File: config.mk
export PLATFORM = sky130hd
export DESIGN_NAME = regex_job_driver
export DESIGN_NICKNAME = d
export VERILOG_FILES = /design/src/rtl/regex_job_driver.sv
export SDC_FILE = /design/constraint.sdc
export NUM_CORES = 1
export LEC_CHECK = 0
export ABC_CLOCK_PERIOD_IN_PS = 9300
export CORE_UTILIZATION = 28
export CTS_BUF_LIST = sky130_fd_sc_hd__clkbuf_4 sky130_fd_sc_hd__clkbuf_8 sky130_fd_sc_hd__clkbuf_16
export DETAILED_ROUTE_END_ITERATION = 7
export HOLD_SLACK_MARGIN = 0.1
export MAX_ROUTING_LAYER = met4
export PLACE_DENSITY_LB_ADDON = 0.3
export SLEW_MARGIN = 20
export SYNTH_ARGS = -nofsm -noshare
export SYNTH_HDL_FRONTEND = slang
export SYNTH_SLANG_ARGS = --single-unit
File: constraint.sdc
create_clock -name clk -period 9.3 [get_ports clk]
set_clock_uncertainty 0.2 [all_clocks]
set_input_delay 1.395 -clock clk [delete_from_list [all_inputs] [get_ports clk]]
set_output_delay 1.395 -clock clk [all_outputs]
set_load 0.02 [all_outputs]
File: src/rtl/regex_job_driver.sv
// Hardware initiator for the coprocessor command/status registers: loads a word
// stream, starts a regex run, polls for completion, reads the cycle count, restores IDLE.
`timescale 1ns/1ps
module regex_job_driver #(
  parameter int REG_WIDTH  = 32,
  parameter int ADDR_WIDTH = 11
) (
  input  logic                  clk,
  input  logic                  reset,
  input  logic                  job_valid,
  output logic                  job_ready,
  input  logic [ADDR_WIDTH-1:0] job_base_addr,
  input  logic [ADDR_WIDTH-1:0] job_word_count,
  input  logic [ADDR_WIDTH-1:0] job_start_cc_pointer,
  input  logic [REG_WIDTH-1:0]  timeout_limit,
  input  logic                  word_valid,
  output logic                  word_ready,
  input  logic [REG_WIDTH-1:0]  word_data,
  output logic                  res_valid,
  input  logic                  res_ready,
  output logic [1:0]            res_code,
  output logic [REG_WIDTH-1:0]  res_elapsed,
  output logic                  busy,
  output logic [REG_WIDTH-1:0]  data_in_register,
  output logic [REG_WIDTH-1:0]  address_register,
  output logic [REG_WIDTH-1:0]  start_cc_pointer_register,
  output logic [REG_WIDTH-1:0]  cmd_register,
  input  logic [REG_WIDTH-1:0]  status_register,
  input  logic [REG_WIDTH-1:0]  data_o_register
);

  localparam logic [REG_WIDTH-1:0] CMD_NOP                = REG_WIDTH'(0);
  localparam logic [REG_WIDTH-1:0] CMD_WRITE              = REG_WIDTH'(1);
  localparam logic [REG_WIDTH-1:0] CMD_START              = REG_WIDTH'(2);
  localparam logic [REG_WIDTH-1:0] CMD_READ_ELAPSED_CLOCK = REG_WIDTH'(3);
  localparam logic [REG_WIDTH-1:0] CMD_RESTART            = REG_WIDTH'(4);
  localparam logic [REG_WIDTH-1:0] CMD_RESET              = REG_WIDTH'(5);

  localparam logic [REG_WIDTH-1:0] STATUS_IDLE     = REG_WIDTH'(0);
  localparam logic [REG_WIDTH-1:0] STATUS_RUNNING  = REG_WIDTH'(1);
  localparam logic [REG_WIDTH-1:0] STATUS_ACCEPTED = REG_WIDTH'(2);
  localparam logic [REG_WIDTH-1:0] STATUS_REJECTED = REG_WIDTH'(3);
  localparam logic [REG_WIDTH-1:0] STATUS_ERROR    = REG_WIDTH'(4);

  typedef enum logic [2:0] {
    IDLE, LOAD, START, RUN, READ_CC, RESTART, RESET_CP, REPORT
  } state_t;

  state_t                state, state_next;
  logic [ADDR_WIDTH-1:0] base, base_next;
  logic [ADDR_WIDTH-1:0] count, count_next;
  logic [ADDR_WIDTH-1:0] pointer, pointer_next;
  logic [ADDR_WIDTH-1:0] index, index_next;
  logic [REG_WIDTH-1:0]  counter, counter_next;
  logic [REG_WIDTH-1:0]  cmd_next, data_next, addr_next, ptr_next, elapsed_next;
  logic [1:0]            code_next;

  logic [ADDR_WIDTH-1:0] addr_sum;
  logic [REG_WIDTH-1:0]  counter_inc;
  logic                  timeout_hit;
  logic                  last_word;

  assign addr_sum    = base + index;
  assign last_word   = (index + ADDR_WIDTH'(1)) == count;
  assign counter_inc = (counter == '1) ? counter : counter + REG_WIDTH'(1);
  assign timeout_hit = (timeout_limit != '0) && (counter >= timeout_limit);

  always_comb begin
    state_next   = state;
    base_next    = base;
    count_next   = count;
    pointer_next = pointer;
    index_next   = index;
    counter_next = counter;
    cmd_next     = CMD_NOP;
    data_next    = data_in_register;
    addr_next    = address_register;
    ptr_next     = start_cc_pointer_register;
    code_next    = res_code;
    elapsed_next = res_elapsed;
    job_ready    = 1'b0;
    word_ready   = 1'b0;
    res_valid    = 1'b0;
    busy         = (state != IDLE);

    case (state)
      IDLE: begin
        job_ready = (status_register == STATUS_IDLE);
        if (job_valid && job_ready) begin
          base_next    = job_base_addr;
          count_next   = job_word_count;
          pointer_next = job_start_cc_pointer;
          index_next   = '0;
          if (job_word_count != '0) begin
            state_next = LOAD;
          end else begin
            state_next   = START;
            cmd_next     = CMD_START;
            ptr_next     = REG_WIDTH'(job_start_cc_pointer);
            counter_next = '0;
          end
        end
      end

      LOAD: begin
        word_ready = 1'b1;
        if (word_valid) begin
          cmd_next   = CMD_WRITE;
          data_next  = word_data;
          addr_next  = REG_WIDTH'(addr_sum);
          index_next = index + ADDR_WIDTH'(1);
          if (last_word) begin
            state_next   = START;
            ptr_next     = REG_WIDTH'(pointer);
            counter_next = '0;
          end
        end
      end

      // Timeout wins over any status change seen in the same cycle.
      START: begin
        cmd_next     = CMD_START;
        counter_next = counter_inc;
        if (timeout_hit) begin
          cmd_next     = CMD_RESET;
          code_next    = 2'd3;
          elapsed_next = counter;
          state_next   = RESET_CP;
        end else if (status_register == STATUS_RUNNING) begin
          cmd_next   = CMD_NOP;
          state_next = RUN;
        end
      end

      RUN: begin
        counter_next = counter_inc;
        if (timeout_hit) begin
          cmd_next     = CMD_RESET;
          code_next    = 2'd3;
          elapsed_next = counter;
          state_next   = RESET_CP;
        end else if (status_register == STATUS_ACCEPTED) begin
          cmd_next   = CMD_READ_ELAPSED_CLOCK;
          code_next  = 2'd0;
          state_next = READ_CC;
        end else if (status_register == STATUS_REJECTED) begin
          cmd_next   = CMD_READ_ELAPSED_CLOCK;
          code_next  = 2'd1;
          state_next = READ_CC;
        end else if (status_register == STATUS_ERROR) begin
          cmd_next   = CMD_READ_ELAPSED_CLOCK;
          code_next  = 2'd2;
          state_next = READ_CC;
        end
      end

      READ_CC: begin
        elapsed_next = data_o_register;
        cmd_next     = CMD_RESTART;
        state_next   = RESTART;
      end

      RESTART: begin
        cmd_next = CMD_RESTART;
        if (status_register == STATUS_IDLE) begin
          cmd_next   = CMD_NOP;
          state_next = REPORT;
        end
      end

      RESET_CP: begin
        state_next = REPORT;
      end

      REPORT: begin
        res_valid = 1'b1;
        if (res_ready) state_next = IDLE;
      end

      default: begin
        state_next = IDLE;
      end
    endcase
  end

  always_ff @(posedge clk) begin
    if (reset) begin
      state                     <= IDLE;
      base                      <= '0;
      count                     <= '0;
      pointer                   <= '0;
      index                     <= '0;
      counter                   <= '0;
      cmd_register              <= CMD_NOP;
      data_in_register          <= '0;
      address_register          <= '0;
      start_cc_pointer_register <= '0;
      res_code                  <= 2'd0;
      res_elapsed               <= '0;
    end else begin
      state                     <= state_next;
      base                      <= base_next;
      count                     <= count_next;
      pointer                   <= pointer_next;
      index                     <= index_next;
      counter                   <= counter_next;
      cmd_register              <= cmd_next;
      data_in_register          <= data_next;
      address_register          <= addr_next;
      start_cc_pointer_register <= ptr_next;
      res_code                  <= code_next;
      res_elapsed               <= elapsed_next;
    end
  end

endmodule

==> results of run 1 <==
## critical path: cells and delay by family
| kind | cells | cell delay, ns |
|---|---|---|
| buffers and inverters | 2 | 1.04 |
| AND/OR/NAND/NOR | 4 | 1.14 |
## final timing paths
path	start	end	slack, ns	cells past startpoint
setup / recovery	status_register[16]	job_ready	4.12	6
hold / removal	address_register[0]	address_register[0]	0.25	2
setup reg to reg	index[0]	counter[20]	5.60	9
hold reg to reg	address_register[0]	address_register[0]	0.25	2
## final cells by class
cell class	instances	share of cell area
diodes	1	0.000195
clock buffers	17	0.0332
clock inverters	15	0.0116
inverters	63	0.0185
multi-input cells	918	0.417
flip-flops and latches	170	0.266
well taps	448	0.0437
repair buffers	273	0.210
## per-layer routing
layer	up-vias	track usage	part of all wire
li1	4606	-	-
met1	4439	0.225	0.45
met2	307	0.291	0.47
met3	29	0.0472	0.067
met4	0	0.0558	0.017
met5	-	-	0
## power by group through the flow
| stage | clock [mW] | combinational [mW] | sequential [mW] |
|---|---|---|---|
| 6_report | 0.715 | 0.133 | 0.727 |
| 4_1_cts | 0.740 | 0.133 | 0.727 |
| 3_5_place_dp | 0 | 0.132 | 0.744 |
| 2_1_floorplan | 0 | 0.0729 | 0.744 |
| 3_3_place_gp | 0 | 0.131 | 0.744 |
| 5_1_grt | 0.769 | 0.143 | 0.727 |
## cell usage in the layout (no fill, tap or decap), types with 3 or more instances in the layout
cell type and n:
sky130_fd_sc_hd__mux2i_1 49, sky130_fd_sc_hd__nor3_1 23, sky130_fd_sc_hd__o31ai_1 3, sky130_fd_sc_hd__inv_6 5, sky130_fd_sc_hd__and4_1 5, sky130_fd_sc_hd__a31oi_1 10
sky130_fd_sc_hd__dfxtp_1 170, sky130_fd_sc_hd__nand2_1 162, sky130_fd_sc_hd__nand3_1 34, sky130_fd_sc_hd__ha_1 44, sky130_fd_sc_hd__conb_1 71, sky130_fd_sc_hd__o32ai_1 7
sky130_fd_sc_hd__nand2b_1 4, sky130_fd_sc_hd__xor2_1 8, sky130_fd_sc_hd__or4_1 13, sky130_fd_sc_hd__a2111oi_0 10, sky130_fd_sc_hd__nand3b_1 3, sky130_fd_sc_hd__clkbuf_16 17
sky130_fd_sc_hd__inv_1 63, sky130_fd_sc_hd__a22oi_1 18, sky130_fd_sc_hd__inv_8 5, sky130_fd_sc_hd__and3_1 13, sky130_fd_sc_hd__a21o_1 8, sky130_fd_sc_hd__xnor2_1 12
sky130_fd_sc_hd__o211ai_1 5, sky130_fd_sc_hd__or3_1 7, sky130_fd_sc_hd__a211oi_1 6, sky130_fd_sc_hd__nand4_1 25, sky130_fd_sc_hd__nor2_1 137, sky130_fd_sc_hd__nor2b_1 6
sky130_fd_sc_hd__nor4_1 23, sky130_fd_sc_hd__nand4b_1 5, sky130_fd_sc_hd__o21a_1 5, sky130_fd_sc_hd__buf_4 14, sky130_fd_sc_hd__o21ai_0 38, sky130_fd_sc_hd__a21oi_1 120
sky130_fd_sc_hd__clkdlybuf4s50_1 259, sky130_fd_sc_hd__and2_1 4, sky130_fd_sc_hd__o221a_2 3
## synthesized netlist by cell type, types with 6 or more instances
library cell / number
sky130_fd_sc_hd__dfxtp_1: 170
sky130_fd_sc_hd__a2111oi_0: 10
sky130_fd_sc_hd__a22oi_1: 18
sky130_fd_sc_hd__nor3_1: 23
sky130_fd_sc_hd__xor2_1: 8
sky130_fd_sc_hd__inv_1: 63
sky130_fd_sc_hd__nor2b_1: 6
sky130_fd_sc_hd__ha_1: 44
sky130_fd_sc_hd__nor2_1: 137
sky130_fd_sc_hd__buf_4: 73
sky130_fd_sc_hd__o21ai_0: 38
sky130_fd_sc_hd__mux2i_1: 49
sky130_fd_sc_hd__a21o_1: 8
sky130_fd_sc_hd__nand3_1: 34
sky130_fd_sc_hd__nand2_1: 162
sky130_fd_sc_hd__clkbuf_1: 55
sky130_fd_sc_hd__a21oi_1: 120
sky130_fd_sc_hd__and3_1: 13
sky130_fd_sc_hd__or3_1: 7
sky130_fd_sc_hd__o32ai_1: 7
sky130_fd_sc_hd__a31oi_1: 10
sky130_fd_sc_hd__nand4_1: 25
sky130_fd_sc_hd__nor4_1: 25
sky130_fd_sc_hd__xnor2_1: 12
sky130_fd_sc_hd__buf_2: 9
sky130_fd_sc_hd__a211oi_1: 6
sky130_fd_sc_hd__or4_1: 13
## metrics by stage
stage / hold slack [ns] / std cells
6_report: 0.254 / 1905
5_1_grt: 0.268 / 1905
4_1_cts: 0.254 / 1904
3_5_place_dp: 0.246 / 1872
3_3_place_gp: 0.242 / 1872
2_1_floorplan: 0.260 / 1293
## state kept, by name, summed over array words and instances (netlist names)
| name | count |
|---|---|
| count | 11 |
| base | 11 |
| start_cc_pointer_register | 11 |
| cmd_register | 3 |
| pointer | 11 |
| data_in_register | 32 |
| index | 11 |
| res_code | 2 |
| counter | 32 |
| res_elapsed | 32 |
| address_register | 11 |
| state | 3 |
## kinds of logic after synthesis
kind of cell | share of synthesized area
adder cells (fa/ha/maj) | 0.0599
other | 0.000393
buffers and inverters | 0.111
XOR/XNOR | 0.0184
flip-flops | 0.357
AO/OA/AOI/OAI | 0.168
multiplexers | 0.0515
AND/OR/NAND/NOR | 0.234
==> run_results.csv, run 1 <==
group,metric,value,unit
status,status,"finished, final reports clean",
clock_tree,clk_path_buf_depth,2,
setup_path,crit_path_max_fanout,6,
timing,min_period,5.18,ns
power,power.leakage,4.89,nW
logic_synthesis,yosysSeqAreaShare,0.357,
global_routing,gr_overflow_total,0,
placed_design,place_worst_setup_slack,4.08,ns
detailed_routing,drc,0,
logic_synthesis,post_synth.cell_area_avg,7.79,µm²
setup_path,cp-end-kind,"output pin",
clock_tree,numCtsBuffers,17,
logic_synthesis,yosysTopAreaCell,"sky130_fd_sc_hd__dfxtp_1",
worst_hold_path,hold_path_class,"reg2reg",
power,p_clk_frac,0.454,
die,floorplan.die_area,34800,µm²
placed_design,placed_area,12200,µm²
logic_synthesis,syn_area,9530,µm²
layout,ff_latch_area,3400,µm²
setup_path,cp_common_cell,"sky130_fd_sc_hd__clkdlybuf4s50_1",
clock_tree,clock_insertion_delay_worst_skew,0.44,ns
timing,report.final.setup_viol,0,
global_routing,gr-usage-all-layers,0.183,
layout,nets,1654,
clock_tree,clk_pin_slew,0.07,ns
logic_synthesis,number_of_enable_type_register_cells_in_the_synthesized_netlist,0,
setup_path,crit_slowest_cell,"sky130_fd_sc_hd__clkdlybuf4s50_1",
clock_tree,cts.htree.levels,4,
global_routing,number_of_global_route_vias_before_repair,8925,
placed_design,dp.final_hpwl,22400,µm
timing,slew_viol_final,0,
global_routing,grt_start_max_net_pins,82,
clock_tree,cts_resized,0,
detailed_routing,drt-vias-per-instance,4.92,
power,combinationalPowerShare,0.084,
timing,slew-limit-headroom,0.349,
job,drv.max_cap_violation_count,0,
power,power_switching_share,0.267,
global_routing,grt_antenna_before_repair,1,
layout,final_layout_size_suffix_gt1_frac,0.0398,
placed_design,gp_routability_congestion,0.832,
timing,rsz0062_at_grt,"no",
die,fp.dieH,187,µm
power,net_switching_power,420,µW
power,power_per_cell_area,123,nW/µm²
clock_tree,hold_buffers,0,
layout,postLayoutCoreUtil,0.382,
clock_tree,cts_tree,"done",
die,site_rows,67,
layout,fillCellCount,3494,
logic_synthesis,synth_ff_type,"sky130_fd_sc_hd__dfxtp_1",
timing,final_min_period_over_clock_period,0.557,
timing,fmax,193,MHz
layout,layout-area-overhead-vs-synth,34.5,%
logic_synthesis,syn-instance-count,1223,
power,total_power_of_the_final_layout,1.57,mW
power,power.ir.vdd_worst,0.114,mV
layout,design_area,12800,µm²
detailed_routing,ant_nets,0,
clock_tree,cts_num_sinks,170,
logic_synthesis,synth_cell_type_count,65,
layout,combined_area_of_the_multi_input_logic_cells,5340,µm²
setup_path,crit_path_cell_trace,"clkdlybuf4s50_1 -> nor4_1 -> nand4_1 -> or2_0 -> nor3_1 -> clkdlybuf4s50_1",
die,floorplan.io_pins,332,
placed_design,io_buffer_count,260,
detailed_routing,detail_route.iter0.violations,604,
timing,layout_setup_ws,4.12,ns
die,start_util,0.284,
logic_synthesis,yosysTopAreaCellShare,0.357,
setup_path,timing.critical_path.arrival,3.58,ns
power,int_power,1.15,mW
setup_path,timing.critical_path.from_type,"input pin",
logic_synthesis,synth-warning-count,0,
setup_path,crit_type,"in2out",
logic_synthesis,synth-seq-cells,170,
detailed_routing,via_count_of_the_routed_design,9381,
setup_path,required,7.71,ns
global_routing,first_pass_grt_wire_length,49100,µm
die,floorplan.core_area,33500,µm²
power,power.sequential.fraction,0.462,
timing,worstMarginPinSlew,0.968,ns
detailed_routing,1st_pass_router_iterations,6,
timing,finalHoldViolations,0,
logic_synthesis,synthArstFlopShare,0,
detailed_routing,routed_wire_length_per_instance,16.3,µm
logic_synthesis,cell_types_occupying_the_most_area_after_synthesis,"sky130_fd_sc_hd__dfxtp_1 36%, sky130_fd_sc_hd__nand2_1 6.4%, sky130_fd_sc_hd__a21oi_1 6.3%, sky130_fd_sc_hd__ha_1 5.8%, sky130_fd_sc_hd__buf_4 5.7%",
clock_tree,cts_setup_buffers,0,
detailed_routing,total_wire_length,31100,µm
setup_path,critical_path.max_stage_delay,0.65,ns
timing,finalSetupTns,0,ns
clock_tree,clock_tree_root_driver_cell,"sky130_fd_sc_hd__clkbuf_16",
die,width_of_the_die,187,µm
Power figures use the tool's default switching activity.
==> run 2, diff against run 1 <==
--- a/config.mk
+++ b/config.mk
@@ -5,7 +5,7 @@
 export SDC_FILE = /design/constraint.sdc
 export NUM_CORES = 1
 export LEC_CHECK = 0
-export ABC_CLOCK_PERIOD_IN_PS = 9300
+export ABC_CLOCK_PERIOD_IN_PS = 4900
 export CORE_UTILIZATION = 28
 export CTS_BUF_LIST = sky130_fd_sc_hd__clkbuf_4 sky130_fd_sc_hd__clkbuf_8 sky130_fd_sc_hd__clkbuf_16
 export DETAILED_ROUTE_END_ITERATION = 7
==> constraint.sdc (replaced) <==
create_clock -name clk -period 4.9 [get_ports clk]
set_clock_uncertainty 0.2 [all_clocks]
set_input_delay 0.735 -clock clk [delete_from_list [all_inputs] [get_ports clk]]
set_output_delay 0.735 -clock clk [all_outputs]
set_load 0.02 [all_outputs]
==> run 2 against run 1 <==
Clock power grew 90%. Non-clock buffer count grew 3. Critical path depth shrank 2. Total power grew 90%. Clock-buffer cell count grew 2. Cell count grew 0.26%. Setup slack lost 3.1 ns. Die area is the same. Critical path type is now reg2out. Highest routed layer unchanged.
==> run_results.csv, run 2 (synthesis gave the netlist of run 1 again) <==
group,metric,value,unit
layout,layout_commonest_cell,"sky130_fd_sc_hd__clkdlybuf4s50_1",
layout,layout-area-overhead-vs-synth,34.8,%
power,power.leakage,4.90,nW
layout,reg.largest.list,"counter (32), data_in_register (32), res_elapsed (32)",
timing,worstMarginPinSlew,0.989,ns
layout,design_area,12800,µm²
setup_path,critPathLaunch,"state[0]",
timing,finalSetupTns,0,ns
power,power_switching_share,0.252,
power,power.sequential.fraction,0.461,
timing,fmax,256,MHz
clock_tree,cts_tree,"done",
clock_tree,clk_pin_slew,0.07,ns
placed_design,placed_area,12300,µm²
power,power.ir.vdd_worst,0.223,mV
timing,min_period,3.91,ns
worst_hold_path,min-delay-start,"address_register[5]",
layout,combined_area_of_the_multi_input_logic_cells,5340,µm²
power,power_per_cell_area,233,nW/µm²
global_routing,gr-usage-all-layers,0.182,
power,int_power,2.24,mW
setup_path,crit_type,"reg2out",
clock_tree,cts_setup_buffers,0,
timing,report.final.setup_viol,0,
detailed_routing,via_count_of_the_routed_design,9261,
timing,slew_viol_final,0,
clock_tree,clock_insertion_delay_worst_skew,0.44,ns
placed_design,io_buffer_count,260,
timing,slew-limit-headroom,0.341,
die,site_rows,67,
layout,ff_latch_area,3400,µm²
layout,nets,1657,
job,drv.max_cap_violation_count,0,
die,start_util,0.284,
detailed_routing,ant_nets,0,
setup_path,required,3.96,ns
power,net_switching_power,755,µW
placed_design,dp.final_hpwl,22700,µm
power,p_clk_frac,0.454,
status,status,"finished, final reports clean",
setup_path,r2r_cells,10,
clock_tree,numCtsBuffers,17,
detailed_routing,drc,0,
setup_path,crit_path_max_fanout,19,
timing,rsz0062_at_grt,"no",
layout,fillCellCount,3474,
clock_tree,clk_path_buf_depth,2,
die,floorplan.io_pins,332,
clock_tree,hold_buffers,0,
worst_hold_path,hold_path_class,"reg2reg",
clock_tree,cts_num_sinks,170,
worst_hold_path,worstHoldPathCells,2,
detailed_routing,1st_pass_router_iterations,7,
detailed_routing,total_wire_length,31000,µm
setup_path,timing.critical_path.arrival,2.98,ns
detailed_routing,routed_wire_length_per_instance,16.2,µm
setup_path,regToRegSetupSlack,1.06,ns
global_routing,gr_overflow_total,0,
die,fp.dieH,187,µm
timing,final_min_period_over_clock_period,0.798,
layout,final_cell_mix,"259 x sky130_fd_sc_hd__clkdlybuf4s50_1, 170 x sky130_fd_sc_hd__dfxtp_1, 162 x sky130_fd_sc_hd__nand2_1",
clock_tree,cts_resized,0,
global_routing,grt_antenna_before_repair,3,
global_routing,first_pass_grt_wire_length,49000,µm
layout,postLayoutCoreUtil,0.383,
setup_path,cp-end-kind,"output pin",
die,floorplan.core_area,33500,µm²
clock_tree,clock_tree_root_driver_cell,"sky130_fd_sc_hd__clkbuf_16",
global_routing,grt_start_max_net_pins,86,
detailed_routing,drt-vias-per-instance,4.85,
layout,final_layout_size_suffix_gt1_frac,0.0418,
global_routing,number_of_global_route_vias_before_repair,8948,
die,floorplan.die_area,34800,µm²
setup_path,r2r-end,"counter[22]",
die,width_of_the_die,187,µm
clock_tree,cts.htree.levels,4,
worst_hold_path,worstHoldEndpoint,"address_register[5]",
setup_path,critical_path.reg2reg.startpoint,"counter[0]",
detailed_routing,detail_route.iter0.violations,510,
timing,finalHoldViolations,0,
placed_design,gp_routability_congestion,0.856,
power,combinationalPowerShare,0.084,
setup_path,timing.critical_path.from_type,"flop",
==> run 2: cell type report <==
type / count / area share
Tap cell: 448 / 0.0436
Antenna cell: 3 / 0.000584
Clock inverter: 13 / 0.0105
Clock buffer: 19 / 0.0343
Timing Repair Buffer: 276 / 0.212
Inverter: 63 / 0.0184
Multi-Input combinational cell: 918 / 0.416
Sequential cell: 170 / 0.265
==> run 2: critical path, stage by stage, from the launching register on <==
cell and delay [ns]:
sky130_fd_sc_hd__dfxtp_1 0.57, sky130_fd_sc_hd__inv_1 0.13, sky130_fd_sc_hd__or3_1 0.72, sky130_fd_sc_hd__inv_1 0.42, sky130_fd_sc_hd__clkdlybuf4s50_1 0.69
==> run 2: metrics by stage <==
step	setup slack [ns]	hold slack [ns]	power, mW	instances
2_1_floorplan	1.38	0.260	1.55	1293
3_3_place_gp	0.647	0.241	1.66	1875
3_5_place_dp	0.562	0.244	1.66	1875
4_1_cts	0.979	0.253	3.04	1907
5_1_grt	0.721	0.272	3.10	1910
6_report	0.990	0.250	2.99	1910
==> run 2: worst max-delay path by stage <==
stage | to | cells after the start
3_5_place_dp | counter[3] | 9
6_report | word_ready | 4
2_1_floorplan | res_elapsed[23] | 11
5_1_grt | counter[14] | 10
4_1_cts | word_ready | 4
3_3_place_gp | counter[14] | 9
==> run 2: power by group through the flow <==
stage                     Clock, mW  Sequential, mW  Combinational, mW
final                          1.36            1.38              0.253
after global routing           1.45            1.38              0.273
after CTS                      1.40            1.38              0.253
after detailed placement          0            1.41              0.251
after global placement            0            1.41              0.251
after floorplan                   0            1.41              0.138
==> run 2: per-layer routing <==
layer | up-vias | GRT usage | part of all wire
li1 | 4604 | - | -
met1 | 4322 | 0.229 | 0.45
met2 | 312 | 0.286 | 0.46
met3 | 23 | 0.0512 | 0.072
met4 | 0 | 0.0451 | 0.011
met5 | - | - | 0
==> run 3, diff against run 2 <==
--- a/config.mk
+++ b/config.mk
@@ -5,7 +5,7 @@
 export SDC_FILE = /design/constraint.sdc
 export NUM_CORES = 1
 export LEC_CHECK = 0
-export ABC_CLOCK_PERIOD_IN_PS = 4900
+export ABC_CLOCK_PERIOD_IN_PS = 3500
 export CORE_UTILIZATION = 28
 export CTS_BUF_LIST = sky130_fd_sc_hd__clkbuf_4 sky130_fd_sc_hd__clkbuf_8 sky130_fd_sc_hd__clkbuf_16
 export DETAILED_ROUTE_END_ITERATION = 7
==> constraint.sdc (replaced) <==
create_clock -name clk -period 3.5 [get_ports clk]
set_clock_uncertainty 0.2 [all_clocks]
set_input_delay 0.525 -clock clk [delete_from_list [all_inputs] [get_ports clk]]
set_output_delay 0.525 -clock clk [all_outputs]
set_load 0.02 [all_outputs]
==> run 3 against run 2 <==
First-iteration DRC count is 0.39% higher. Utilization is 1.4 points higher. Setup slack got worse by 0.80 ns.
==> run_results.csv, run 3 (synthesis gave the netlist of run 1 again) <==
group,metric,value,unit
status,status,"finished, final reports clean",
placed_design,gp_routability_congestion,0.871,
die,site_rows,67,
layout,reg.largest.list,"counter (32), data_in_register (32), res_elapsed (32)",
timing,slew-limit-headroom,0.305,
die,floorplan.io_pins,332,
die,width_of_the_die,187,µm
power,power.leakage,5.22,nW
die,floorplan.die_area,34800,µm²
timing,fin_hold_ws,0.248,ns
job,drv.max_cap_violation_count,0,
detailed_routing,1st_pass_router_iterations,5,
detailed_routing,via_count_of_the_routed_design,9528,
timing,slew_viol_final,0,
setup_path,crit_path_cell_trace,"inv_1 -> or3_1 -> inv_1 -> clkdlybuf4s50_1",
clock_tree,hold_buffers,0,
global_routing,first_pass_grt_wire_length,50100,µm
detailed_routing,drt-vias-per-instance,4.86,
detailed_routing,detail_route.iter0.violations,512,
setup_path,critical_path.max_stage_delay,0.70,ns
layout,final_layout_size_suffix_gt1_frac,0.0747,
clock_tree,numCtsBuffers,17,
layout,layout_commonest_cell,"sky130_fd_sc_hd__clkdlybuf4s50_1",
worst_hold_path,hold_path_class,"reg2reg",
global_routing,grt_start_max_net_pins,96,
detailed_routing,ant_nets,0,
placed_design,io_buffer_count,260,
setup_path,timing.critical_path.from_type,"flop",
detailed_routing,total_wire_length,31400,µm
global_routing,gr_overflow_total,0,
timing,fmax,302,MHz
clock_tree,clock_insertion_delay_worst_skew,0.43,ns
clock_tree,cts_tree,"done",
setup_path,timing.critical_path.arrival,2.59,ns
layout,layout-area-overhead-vs-synth,39.7,%
die,start_util,0.284,
setup_path,crit_slowest_cell,"sky130_fd_sc_hd__clkdlybuf4s50_1",
setup_path,cp-end-kind,"output pin",
layout,finish.cell_count_without_fillers,1962,
power,power.ir.vdd_worst,0.274,mV
global_routing,grt_antenna_before_repair,2,
global_routing,gr-usage-all-layers,0.185,
placed_design,place_inst,1929,
timing,report.final.setup_viol,0,
timing,finalHoldViolations,0,
global_routing,number_of_global_route_vias_before_repair,9145,
setup_path,required,2.77,ns
detailed_routing,drc,0,
clock_tree,clk_pin_slew,0.07,ns
detailed_routing,routed_wire_length_per_instance,16.0,µm
clock_tree,cts_num_sinks,170,
clock_tree,clock_tree_root_driver_cell,"sky130_fd_sc_hd__clkbuf_16",
power,total_power_of_the_final_layout,4.18,mW
clock_tree,cts.htree.levels,4,
die,floorplan.core_area,33500,µm²
die,fp.dieH,187,µm
setup_path,cp_common_cell,"sky130_fd_sc_hd__inv_1",
layout,postLayoutCoreUtil,0.397,
placed_design,dp.final_hpwl,23400,µm
timing,min_period,3.32,ns
setup_path,crit_type,"reg2out",
setup_path,crit_path_max_fanout,13,
timing,rsz0062_at_grt,"no",
layout,final_cell_mix,"258 x sky130_fd_sc_hd__clkdlybuf4s50_1, 170 x sky130_fd_sc_hd__dfxtp_1, 162 x sky130_fd_sc_hd__nand2_1",
power,power_per_cell_area,314,nW/µm²
timing,worstMarginPinSlew,1.04,ns
timing,final_min_period_over_clock_period,0.947,
clock_tree,clk_path_buf_depth,2,
layout,nets,1711,
setup_path,regToRegSetupSlack,0.27,ns
run 3: cell types whose count changed in the layout (fill, tap and decap cells not counted), sizes merged:
cell | before | now
buf | 17 | 71
inv | 69 | 67
clkbuf | 19 | 20
clkdlybuf4s50 | 259 | 258
clkinv | 3 | 4
clkinvlp | 3 | 2
diode | 3 | 2
dlymetal6s2s | 0 | 1
run 3: what timing repair did:
| action | 4_1_cts | 5_1_grt |
|---|---|---|
| buffers inserted | 0 | 0 |
| gates resized for setup | 0 | 1 |
| setup endpoints to repair | 0 | 1 |
run 3: layout make-up:
cell class,count,area (µm²)
antenna,2,5.00
clock buffer,20,454
clock inverter,11,114
fill,3463,20200
inverter,63,236
multi-input combinational,918,5340
sequential,170,3400
tap,448,561
timing repair buffer,330,3200
run 3: worst max-delay path: cells and delay by family (launching register included):
kind / cells / cell delay (ns)
buffers and inverters: 3 / 1.21
and+or+nand+nor: 1 / 0.39
DFF: 1 / 0.56
run 3: final timing paths:
kind                          to                 from  depth (start not counted)
max                   word_ready             state[0]                          4
max reg2reg       res_elapsed[7]          counter[13]                         11
min          address_register[7]  address_register[7]                          2
min reg2reg  address_register[7]  address_register[7]                          2
run 3: stage by stage:
stage	setup TNS (ns)	setup slack, ns	area (µm²)
after floorplan	0	0.188	9790
after global placement	-4.23	-0.179	12700
after detailed placement	-5.62	-0.238	12700
after CTS	0	0.0455	13300
after global routing	0	0.0190	13300
final	0	0.185	13300
run 3: routing by layer:
layer,vias to the layer above,part of all wire,track usage
met1,4472,0.45,0.238
met3,34,0.065,0.0423
met5,-,0,-
met2,315,0.46,0.288
met4,0,0.022,0.0564
li1,4707,-,-
run 3: report_power, final:
| part | internal, mW | switching [mW] |
|---|---|---|
| logic | 0.188 | 0.172 |
| clock network | 1.03 | 0.858 |
| registers | 1.93 | 0.00000000106 |
| total | 3.15 | 1.03 |
